[src/rtl/epu_seq_pkg.sv]
// Shared types and helpers for the EPU layer sequencer.
// Contents:
//    op_e         descriptor op codes (NOP, CONV_1x1, CONV_3x3, MAX_POOL)
//    desc_t       one descriptor table entry (op + 32-bit w8)
//    state_e      sequencer FSM states
//    MODE_*       ConvAcc one-hot mode bit positions and the idle mode word
//    op2mode()    op code -> one-hot ConvAcc mode
package epu_seq_pkg;

   localparam int MODE_W = 4;
   localparam int W8_W   = 32;

   // ConvAcc one-hot mode bit positions
   localparam int MODE_BIT_IDLE  = 0;
   localparam int MODE_BIT_CONV1 = 1;
   localparam int MODE_BIT_CONV3 = 2;
   localparam int MODE_BIT_POOL  = 3;

   localparam logic [MODE_W-1:0] MODE_IDLE = 4'b0001;

   typedef enum logic [1:0] {
      OP_NOP   = 2'd0,
      OP_CONV1 = 2'd1,
      OP_CONV3 = 2'd2,
      OP_POOL  = 2'd3
   } op_e;

   typedef struct packed {
      op_e              op;
      logic [W8_W-1:0]  w8;
   } desc_t;

   typedef enum logic [3:0] {
      ST_IDLE  = 4'd0,
      ST_LOAD  = 4'd1,
      ST_SETUP = 4'd2,
      ST_START = 4'd3,
      ST_WAIT  = 4'd4,
      ST_DRAIN = 4'd5,
      ST_ADV   = 4'd6,
      ST_DONE  = 4'd7,
      ST_ERR   = 4'd8
   } state_e;

   // Map a descriptor op to the one-hot ConvAcc mode; NOP maps to idle
   function automatic logic [MODE_W-1:0] op2mode(input op_e op);
      logic [MODE_W-1:0] m;
      m = '0;
      case (op)
         OP_CONV1: m[MODE_BIT_CONV1] = 1'b1;
         OP_CONV3: m[MODE_BIT_CONV3] = 1'b1;
         OP_POOL:  m[MODE_BIT_POOL]  = 1'b1;
         default:  m[MODE_BIT_IDLE]  = 1'b1;
      endcase
      return m;
   endfunction

endpackage

[src/rtl/epu_desc_table.sv]
// Descriptor table: DEPTH entries of {op, w8}, one synchronous write port and
// one combinational read port. Contents are deliberately not reset.
// Ports:
//    clk    in   clock
//    we     in   write strobe
//    waddr  in   write index
//    wdata  in   descriptor to store
//    raddr  in   read index
//    rdata  out  descriptor at raddr (combinational)
module epu_desc_table
   import epu_seq_pkg::*;
#(
   parameter int DEPTH = 16,
   parameter int IDX_W = $clog2(DEPTH)
)(
   input  logic             clk,
   input  logic             we,
   input  logic [IDX_W-1:0] waddr,
   input  desc_t            wdata,
   input  logic [IDX_W-1:0] raddr,
   output desc_t            rdata
);

   desc_t mem_q [DEPTH];

   // Descriptor storage write port
   always_ff @(posedge clk) begin
      if (we) begin
         mem_q[waddr] <= wdata;
      end
   end

   assign rdata = mem_q[raddr];

endmodule

[src/rtl/epu_layer_sequencer.sv]
// EPU layer sequencer: walks descriptors 0..count-1, driving ConvAcc with the
// mode/w8 of each layer, pulsing start and waiting for finish, with a per-layer
// watchdog and an abort input.
// Ports:
//    clk, rstn                 clock, async active-low reset
//    cfg_we/addr/op/w8         host descriptor write (ignored while busy)
//    run, num_layers           start a run of num_layers layers (clamped to DEPTH)
//    abort                     level; forces ERR from any non-idle state
//    tmo_limit                 watchdog cycles per layer, 0 = disabled
//    acc_mode/w8/start         ConvAcc controls (all registered)
//    acc_finish                ConvAcc completion, only observed in WAIT
//    busy, layer_idx, done, err  status
module epu_layer_sequencer
   import epu_seq_pkg::*;
#(
   parameter  int DEPTH     = 16,
   parameter  int TIMEOUT_W = 24,
   localparam int IDX_W     = $clog2(DEPTH),
   localparam int TMO_W     = (TIMEOUT_W > 0) ? TIMEOUT_W : 1
)(
   input  logic               clk,
   input  logic               rstn,
   input  logic               cfg_we,
   input  logic [IDX_W-1:0]   cfg_addr,
   input  logic [1:0]         cfg_op,
   input  logic [W8_W-1:0]    cfg_w8,
   input  logic               run,
   input  logic [IDX_W:0]     num_layers,
   input  logic               abort,
   input  logic [TMO_W-1:0]   tmo_limit,
   output logic [MODE_W-1:0]  acc_mode,
   output logic [W8_W-1:0]    acc_w8,
   output logic               acc_start,
   input  logic               acc_finish,
   output logic               busy,
   output logic [IDX_W-1:0]   layer_idx,
   output logic               done,
   output logic               err
);

   state_e              state_q,     state_d;
   logic [IDX_W-1:0]    idx_q,       idx_d;
   logic [IDX_W:0]      count_q,     count_d;
   logic [TMO_W-1:0]    wdog_q,      wdog_d;
   logic [MODE_W-1:0]   acc_mode_q,  acc_mode_d;
   logic [W8_W-1:0]     acc_w8_q,    acc_w8_d;
   logic                acc_start_q, acc_start_d;
   logic                busy_q,      busy_d;
   logic                done_q,      done_d;
   logic                err_q,       err_d;

   desc_t               wr_desc_s;
   desc_t               rd_desc_s;
   logic                cfg_wr_en_s;
   logic                run_accept_s;
   logic                tmo_hit_s;
   logic                idx_last_s;
   logic [IDX_W:0]      num_clamped_s;

   assign cfg_wr_en_s = cfg_we & ~busy_q;
   assign wr_desc_s   = '{op: op_e'(cfg_op), w8: cfg_w8};

   epu_desc_table #(
      .DEPTH (DEPTH),
      .IDX_W (IDX_W)
   ) u_desc_table (
      .clk   (clk),
      .we    (cfg_wr_en_s),
      .waddr (cfg_addr),
      .wdata (wr_desc_s),
      .raddr (idx_q),
      .rdata (rd_desc_s)
   );

   assign run_accept_s  = (state_q == ST_IDLE) && run;
   assign num_clamped_s = (num_layers > (IDX_W+1)'(DEPTH)) ? (IDX_W+1)'(DEPTH) : num_layers;
   // idx is compared one bit wider than the table index so that count==DEPTH works
   assign idx_last_s    = (({1'b0, idx_q} + (IDX_W+1)'(1)) == count_q);

   // The watchdog expires on the WAIT cycle in which the count would reach tmo_limit
   if (TIMEOUT_W > 0) begin : g_wdog
      assign tmo_hit_s = (tmo_limit != '0) && ((wdog_q + TMO_W'(1)) == tmo_limit);
   end else begin : g_no_wdog
      assign tmo_hit_s = 1'b0;
   end

   // Next-state, layer index, latched count and watchdog counter
   always_comb begin
      state_d = state_q;
      idx_d   = idx_q;
      count_d = count_q;
      wdog_d  = wdog_q;
      // abort beats finish and the watchdog, and suppresses any start this cycle
      if (abort && (state_q != ST_IDLE)) begin
         state_d = ST_ERR;
      end else begin
         case (state_q)
            ST_IDLE: begin
               if (run) begin
                  idx_d   = '0;
                  count_d = num_clamped_s;
                  if (num_clamped_s == '0) begin
                     state_d = ST_DONE;
                  end else begin
                     state_d = ST_LOAD;
                  end
               end else begin
                  state_d = ST_IDLE;
               end
            end
            ST_LOAD: begin
               if (rd_desc_s.op == OP_NOP) begin
                  state_d = ST_ADV;
               end else begin
                  state_d = ST_SETUP;
               end
            end
            ST_SETUP: state_d = ST_START;
            ST_START: begin
               wdog_d  = '0;
               state_d = ST_WAIT;
            end
            ST_WAIT: begin
               if (acc_finish) begin
                  state_d = ST_DRAIN;
               end else if (tmo_hit_s) begin
                  state_d = ST_ERR;
               end else begin
                  wdog_d  = wdog_q + TMO_W'(1);
                  state_d = ST_WAIT;
               end
            end
            ST_DRAIN: state_d = ST_ADV;
            ST_ADV: begin
               // idx stays on the last layer so layer_idx reports it after DONE
               if (idx_last_s) begin
                  state_d = ST_DONE;
               end else begin
                  idx_d   = idx_q + IDX_W'(1);
                  state_d = ST_LOAD;
               end
            end
            ST_DONE: state_d = ST_IDLE;
            ST_ERR:  state_d = ST_IDLE;
            default: state_d = ST_IDLE;
         endcase
      end
   end

   // Output register next values, derived from the upcoming state so that
   // every output lines up with the state it belongs to
   always_comb begin
      acc_start_d = (state_d == ST_START);
      busy_d      = (state_d inside {ST_LOAD, ST_SETUP, ST_START, ST_WAIT, ST_DRAIN, ST_ADV});
      done_d      = (state_d == ST_DONE);

      if (state_d == ST_ERR) begin
         err_d = 1'b1;
      end else if (run_accept_s) begin
         err_d = 1'b0;
      end else begin
         err_d = err_q;
      end

      // mode/w8 are captured on LOAD->SETUP and held through WAIT; w8 is left
      // at the last layer's value, only mode returns to idle
      if (state_d == ST_SETUP) begin
         acc_mode_d = op2mode(rd_desc_s.op);
         acc_w8_d   = rd_desc_s.w8;
      end else if (state_d inside {ST_START, ST_WAIT}) begin
         acc_mode_d = acc_mode_q;
         acc_w8_d   = acc_w8_q;
      end else begin
         acc_mode_d = MODE_IDLE;
         acc_w8_d   = acc_w8_q;
      end
   end

   // State, datapath and output registers
   always_ff @(posedge clk or negedge rstn) begin
      if (!rstn) begin
         state_q     <= ST_IDLE;
         idx_q       <= '0;
         count_q     <= '0;
         wdog_q      <= '0;
         acc_mode_q  <= MODE_IDLE;
         acc_w8_q    <= '0;
         acc_start_q <= 1'b0;
         busy_q      <= 1'b0;
         done_q      <= 1'b0;
         err_q       <= 1'b0;
      end else begin
         state_q     <= state_d;
         idx_q       <= idx_d;
         count_q     <= count_d;
         wdog_q      <= wdog_d;
         acc_mode_q  <= acc_mode_d;
         acc_w8_q    <= acc_w8_d;
         acc_start_q <= acc_start_d;
         busy_q      <= busy_d;
         done_q      <= done_d;
         err_q       <= err_d;
      end
   end

   assign acc_mode  = acc_mode_q;
   assign acc_w8    = acc_w8_q;
   assign acc_start = acc_start_q;
   assign busy      = busy_q;
   assign layer_idx = idx_q;
   assign done      = done_q;
   assign err       = err_q;

endmodule

[config.mk]
export PLATFORM = sky130hd
export DESIGN_NAME = epu_layer_sequencer
export DESIGN_NICKNAME = d
export VERILOG_FILES = /design/src/rtl/epu_seq_pkg.sv /design/src/rtl/epu_desc_table.sv /design/src/rtl/epu_layer_sequencer.sv
export SDC_FILE = /design/constraint.sdc
export NUM_CORES = 1
export LEC_CHECK = 0
export ABC_AREA = 1
export CAP_MARGIN = 20
export CORE_MARGIN = 1
export CORE_UTILIZATION = 55
export DETAILED_ROUTE_END_ITERATION = 7
export GPL_ROUTABILITY_DRIVEN = 0
export MAX_ROUTING_LAYER = met4
export PLACE_DENSITY = 0.73
export SLEW_MARGIN = 5
export SYNTH_ARGS = -nofsm -noshare
export SYNTH_HDL_FRONTEND = slang
export SYNTH_HIERARCHICAL = 1
export SYNTH_SLANG_ARGS = --single-unit
[constraint.sdc]
create_clock -name clk -period 3.9 [get_ports clk]
set_clock_uncertainty 0.15 [all_clocks]
set_input_delay 0.39 -clock clk [delete_from_list [all_inputs] [get_ports clk]]
set_output_delay 0.39 -clock clk [all_outputs]
set_load 0.02 [all_outputs]
==> results.py, run 1 <==
metrics = {
    "floorplan": {
        "io_pins": 117,
        "core_region_area_um2": 50300,
        "die_h_um": 228,
        "initial_core_util_pct": 56.0,
        "fp-row-count": 82,
        "die_w_um": 228,
        "die_area_um2": 52100,
    },
    "timing": {
        "fmax_mhz": 304,
        "timing.final.crit_share_pct": 84.5,
        "slew_headroom_pct": 39.7,
        "finalSetupTns_ns": 0,
        "setup_violations": 0,
        "timing.final.crit_period_ns": 3.29,
        "rsz0062_at_grt": "no",
        "worst_slew_pin_slew_ns": 0.904,
        "hold_viol_final": 0,
        "setup_slack_ns": 0.606,
        "slew_violations": 0,
    },
    "synthesis": {
        "ys_types": 32,
        "synth_edf_count": 544,
        "synth_top_area_cell": "edfxtp_1",
        "async_flop_share_pct": 12.4,
        "syn_inst": 2942,
        "synth_top_cell_area_share_pct": 58.0,
        "syn_area_per_cell_um2": 9.57,
        "synth_most_common_cell": "nand2_1",
        "synth-seq-area-share_pct": 64.9,
        "synth_area_leaders": "edfxtp_1, nand2_1, nand3_1",
        "syn-num-nets": 3017,
        "ys_ff_latch": 621,
        "yosysWarningCount": 6,
        "synth_common_cells": "nand2_1, edfxtp_1, inv_1, nand3_1, nor2_1",
        "synth_area_um2": 28200,
        "ys.flop_type": "edfxtp_1",
    },
    "layout": {
        "drive_gt1_share_pct": 6.22,
        "final_cells": 3761,
        "fillers": 3930,
        "synthToLayoutAreaGrowth_pct": 13.8,
        "nets": 3114,
        "design_area_um2": 32000,
    },
    "job": {
        "maxCapViolations": 0,
    },
    "route": {
        "wl_um": 67800,
        "drtAntennaViolNets": 0,
        "drc_errors": 0,
        "vias": 20300,
        "vias_per_cell": 5.39,
        "wire_per_inst_um": 18.0,
        "drt_iter0_markers": 2217,
        "drtPass1Iterations": 5,
    },
    "clocking": {
        "clock_path_buffers": 3,
        "clk_latency_ns": 0.65,
        "clk_pin_slew_ns": 0.06,
        "cts_hold_buf": 1,
        "cts-root-buf": "clkbuf_16",
        "cts_setup_buffers": 0,
        "cts_num_sinks": 621,
        "cts_tree": "built",
        "cts-resized-gates": 0,
        "htreeDepth": 2,
        "cts_buffers": 61,
    },
    "global_routing": {
        "grt_max_degree": 154,
        "grt_pass1_vias": 19900,
        "antenna_found_initial": 0,
        "grt_pass1_wl_um": 108000,
        "grt_overflow": 0,
        "grt.total_usage_pct": 27.1,
    },
    "worst_setup_path": {
        "endpoint": "acc_w8[15]",
        "critPathKind": "reg2reg",
        "arrival_ns": 3.72,
        "cp-end-kind": "register",
        "worstPathRequired_ns": 4.33,
        "start_kind": "register",
        "r2r_slack_ns": 0.61,
        "path_max_fanout": 39,
        "r2r_start": "wdog_q[0]",
        "timing.rr.end": "acc_w8[15]",
        "crit_start": "wdog_q[0]",
        "r2r_cells": 20,
    },
    "power_and_ir_drop": {
        "ir_drop_uv": 443,
        "p_per_area_nw_per_um2": 511,
        "power_frac_clock_pct": 35.7,
        "p_int_mw": 11.9,
        "p_leak_nw": 13.9,
        "power_frac_comb_pct": 15.7,
        "seqPwrFrac_pct": 48.6,
        "p_sw_share_pct": 27.3,
        "p_sw_mw": 4.47,
    },
    "placed_design": {
        "placed_area_um2": 30000,
        "place_ws_ns": 0.665,
        "io_buffers": 116,
        "dp_cells": 3647,
        "dp_hpwl_um": 38900,
    },
    "status": {
        "status": "finished clean",
    },
    "min_path": {
        "hp-class": "in2async",
    },
}
==> placed cells by master (no fill, tap or decap), drive strengths merged, types with 5 or more instances in the layout <==
| cell | count |
|---|---|
| nand2 | 957 |
| edfxtp | 544 |
| inv | 536 |
| nand3 | 495 |
| clkdlybuf4s50 | 115 |
| nor2 | 107 |
| dfrtp | 76 |
| clkbuf | 74 |
| o21ai | 67 |
| buf | 42 |
| clkinv | 27 |
| nand4 | 10 |
| bufinv | 7 |
| nand3b | 6 |
| a21oi | 5 |
| xor2 | 5 |
==> power by group through the flow <==
stage / registers [mW] / clock network, mW / logic (mW)
3_5_place_dp: 8.08 / 0 / 2.55
5_1_grt: 7.99 / 6.17 / 2.86
2_1_floorplan: 8.22 / 0 / 1.44
4_1_cts: 7.95 / 5.94 / 2.58
3_3_place_gp: 8.07 / 0 / 2.48
6_report: 7.95 / 5.85 / 2.57
==> flip-flops by register name, indices dropped and copies added, names as in the netlist <==
name / flops
err: 1
state_q: 4
acc_mode: 4
u_desc_table/mem_q: 544
busy: 1
layer_idx: 4
done: 1
acc_w8: 32
acc_start: 1
wdog_q: 24
count_q: 5
==> cells by family after synthesis <==
| group | count (synthesis) | synth area share, % |
|---|---|---|
| and+or+nand+nor | 1578 | 23.7 |
| buffers and inverters | 659 | 9.42 |
| DFF | 621 | 64.9 |
| AOI/OAI and AO/OA | 75 | 1.66 |
| xor gates and xnor gates | 7 | 0.218 |
| adders and majority gates | 2 | 0.0889 |
==> worst max-delay path, stage by stage (launching register included) <==
cell     delay (ns)
dfrtp_1        0.40
ha_1           0.24
nand2_2        0.11
nor2_4         0.25
nand2_2        0.10
nor2_2         0.16
nand2_1        0.11
nand2_2        0.10
nand2_1        0.07
nand2_1        0.06
nand2_1        0.05
nor2_1         0.10
nand2_1        0.06
nor2_1         0.10
nand3_1        0.16
nand2_2        0.13
inv_2          0.07
nand3_4        0.07
buf_4          0.49
nand2_1        0.15
o21ai_2        0.09
==> routing by layer <==
layer  GRT usage [%]  vias to the layer above  routed length (um)  part of all wire [%]
met1            35.4                     9643               28000                    41
li1                -                     9628                   -                     -
met2            43.7                      856               32900                    48
met4            9.75                        0                1880                   2.8
met3            3.69                      142                5150                   7.6
met5               -                        -                   0                     0
==> worst min-delay path by stage <==
stage,from,endpoint,slack (ns),cells past startpoint
floorplan,rstn,acc_mode[1],-0.06,0
global placement,acc_mode[3],acc_mode[3],0.31,2
detailed placement,acc_mode[0],acc_mode[0],0.31,2
CTS,num_layers[3],count_q[3],0.16,3
global route,num_layers[3],count_q[3],0.22,3
finish,rstn,acc_w8[7],0.20,2
==> stage by stage <==
step	hold WS, ns	power, mW	util [%]
6_report	0.195	16.4	63.7
4_1_cts	0.165	16.5	63.7
3_5_place_dp	0.315	10.6	59.7
5_1_grt	0.216	17.0	63.7
2_1_floorplan	-0.0556	9.66	-
3_3_place_gp	0.309	10.6	59.7
==> final cells by class <==
| cell class | count | area, um^2 | area share (%) |
|---|---|---|---|
| flip-flops and latches | 621 | 18300 | 57.0 |
| diodes | 1 | 2.50 | 0.00781 |
| well taps | 672 | 841 | 2.62 |
| clock inverters | 38 | 414 | 1.29 |
| clock buffers | 74 | 1580 | 4.92 |
| multi-input cells | 1662 | 7360 | 23.0 |
| inverters | 535 | 2020 | 6.29 |
| repair buffers | 158 | 1550 | 4.84 |
Power figures use the tool's default switching activity.
==> inputs of run 2 (changes only) <==
--- a/config.mk
+++ b/config.mk
@@ -12,7 +12,7 @@
 export DETAILED_ROUTE_END_ITERATION = 7
 export GPL_ROUTABILITY_DRIVEN = 0
 export MAX_ROUTING_LAYER = met4
-export PLACE_DENSITY = 0.73
+export PLACE_DENSITY = 0.76
 export SLEW_MARGIN = 5
 export SYNTH_ARGS = -nofsm -noshare
 export SYNTH_HDL_FRONTEND = slang
==> constraint.sdc (replaced) <==
create_clock -name clk -period 2.7 [get_ports clk]
set_clock_uncertainty 0.15 [all_clocks]
set_input_delay 0.27 -clock clk [delete_from_list [all_inputs] [get_ports clk]]
set_output_delay 0.27 -clock clk [all_outputs]
set_load 0.02 [all_outputs]
==> run 2 against run 1 <==
Against the previous run:
- critical path type unchanged
- flip-flop and latch count stayed put
- sequential power is 46% higher
- sequential share of layout area is 2.4 points lower
- non-clock buffer count is 79 higher
- power is 53% higher
- fmax is 9.6% higher
- design area is 4.4% higher
- count of clock-buffer cells in the layout is 14 higher
- the run now ends with design-rule violations, negative setup slack left
==> results.py, run 2 (synthesis results as in run 1) <==
metrics = {
    "status": {
        "status": "finished, violations left",
        "violations": "design-rule violations, negative setup slack",
    },
    "timing": {
        "fmax_mhz": 333,
        "setup_violations": 62,
        "timing.final.crit_period_ns": 3.00,
        "setup_slack_ns": -0.305,
        "hold_viol_final": 0,
        "worst_slew_pin_slew_ns": 1.17,
        "slew_headroom_pct": 22.3,
        "rsz0062_at_grt": "yes",
        "timing.final.crit_share_pct": 111,
        "slew_violations": 0,
    },
    "clocking": {
        "clk_pin_slew_ns": 0.06,
        "clk_latency_ns": 0.65,
        "cts_tree": "built",
        "cts-root-buf": "clkbuf_16",
        "cts_buffers": 61,
        "clock_path_buffers": 3,
        "htreeDepth": 2,
        "cts_num_sinks": 621,
    },
    "layout": {
        "finish.utilization_pct": 66.5,
        "largest_reg_flops": 544,
        "drive_gt1_share_pct": 10.7,
        "final_common_cell": "nand2_1",
        "nets": 3194,
        "synthToLayoutAreaGrowth_pct": 18.8,
        "max_flop_register": "u_desc_table/mem_q",
        "design_area_um2": 33400,
        "final_cell_mix": "nand2_1, edfxtp_1, inv_1, nand3_1, clkdlybuf4s50_1",
    },
    "route": {
        "wire_per_inst_um": 18.9,
        "drc_errors": 5,
        "wl_um": 72700,
        "drtAntennaViolNets": 0,
        "drt_iter0_markers": 2574,
        "vias": 21200,
        "vias_per_cell": 5.52,
        "drtPass1Iterations": 8,
    },
    "worst_setup_path": {
        "crit_start": "wdog_q[0]",
        "path_max_fanout": 6,
        "start_kind": "register",
        "r2r_cells": 20,
        "critPathKind": "reg2reg",
        "r2r_slack_ns": -0.30,
        "crit_top_cell": "nand2_2",
        "timing.rr.end": "acc_w8[21]",
        "arrival_ns": 3.38,
        "r2r_start": "wdog_q[0]",
        "worstPathRequired_ns": 3.08,
        "cp-end-kind": "register",
        "slowest_stage": "dfrtp_1",
        "endpoint": "acc_w8[21]",
        "cpPeakStageDelay_ns": 0.41,
        "path_cells": "ha_4 -> nand2_4 -> nor2_4 -> nand2_4 -> nor2_4 -> nand2_2 -> nand2_2 -> nand2_2 -> nand2_2 -> nand2_1 -> nor3_2 -> nand3_1 -> nand2_1 -> nand2_2 -> nand2_4 -> nand3_4 -> buf_12 -> buf_12 -> nand2_4 -> o21ai_2",
    },
    "placed_design": {
        "placed_area_um2": 30600,
        "dp_hpwl_um": 37500,
        "place_ws_ns": -0.208,
        "io_buffers": 116,
    },
    "floorplan": {
        "die_h_um": 228,
        "die_w_um": 228,
        "fp-row-count": 82,
        "die_area_um2": 52100,
        "core_region_area_um2": 50300,
        "initial_core_util_pct": 56.0,
        "io_pins": 117,
    },
    "global_routing": {
        "antenna_found_initial": 3,
        "grt_pass1_wl_um": 111000,
        "grt_max_degree": 139,
        "grt.total_usage_pct": 28.4,
        "grt_pass1_vias": 20700,
        "grt_overflow": 0,
    },
    "power_and_ir_drop": {
        "p_per_area_nw_per_um2": 748,
        "ir_drop_uv": 515,
        "p_leak_nw": 14.5,
    },
    "min_path": {
        "hp-class": "in2reg",
        "hold_path.startpoint": "num_layers[3]",
    },
    "job": {
        "maxCapViolations": 0,
    },
}
-- run 2: where the power goes --
| part | internal [mW] | switching (mW) |
|---|---|---|
| logic | 1.95 | 2.86 |
| registers | 11.1 | 0.485 |
| clock network | 4.99 | 3.64 |
-- run 2: critical path: cells and delay by family, from the launching register on --
kind | cells | cell delay, ns
fa+ha+maj | 1 | 0.19
flops | 1 | 0.41
simple gates | 16 | 1.72
buf+inv | 2 | 0.35
compound gates | 1 | 0.04
-- run 2: per-stage QoR --
stage | power [mW] | hold WS (ns) | std cells | TNS, ns
2_1_floorplan | 14.0 | -0.176 | 2942 | -66.26
3_5_place_dp | 15.6 | 0.102 | 3694 | -8.55
6_report | 25.0 | 0.0917 | 3846 | -14.51
5_1_grt | 25.9 | 0.123 | 3846 | -23.52
4_1_cts | 24.8 | 0.0698 | 3836 | -5.88
3_3_place_gp | 15.5 | 0.101 | 3694 | -4.25
-- run 2: metal layers --
layer	vias to the layer above	GRT usage, %	wire length (um)	part of all wire, %
met3	210	4.46	6740	9.3
met1	10100	36.2	28200	39
met5	-	-	0	0
li1	9782	-	-	-
met2	1168	46.0	35400	49
met4	0	11.0	2360	3.2
-- run 2: final cells by class --
type,count,area [um^2]
antenna,3,7.51
clock buffer,88,1710
clock inverter,27,340
fill,3579,16800
inverter,535,2030
multi-input combinational,1662,7670
sequential,621,18300
tap,672,841
timing repair buffer,237,2550
timing repair inverter,1,8.76
-- run 2: how the worst min path moves through the flow --
stage,cells past startpoint,slack (ns),to
after floorplan,0,-0.18,acc_mode[1]
final,3,0.09,count_q[3]
after global routing,3,0.12,count_q[3]
after detailed placement,1,0.10,acc_w8[6]
after global placement,1,0.10,acc_w8[6]
after CTS,3,0.07,count_q[3]
-- run 2: timing repair --
item,CTS,global route
pin swaps,18,14
hold buffers,3,0
setup endpoints to repair,58,64
cloned,5,1
hold endpoints to repair,76,0
gates resized for setup,70,41
setup buffers,20,5
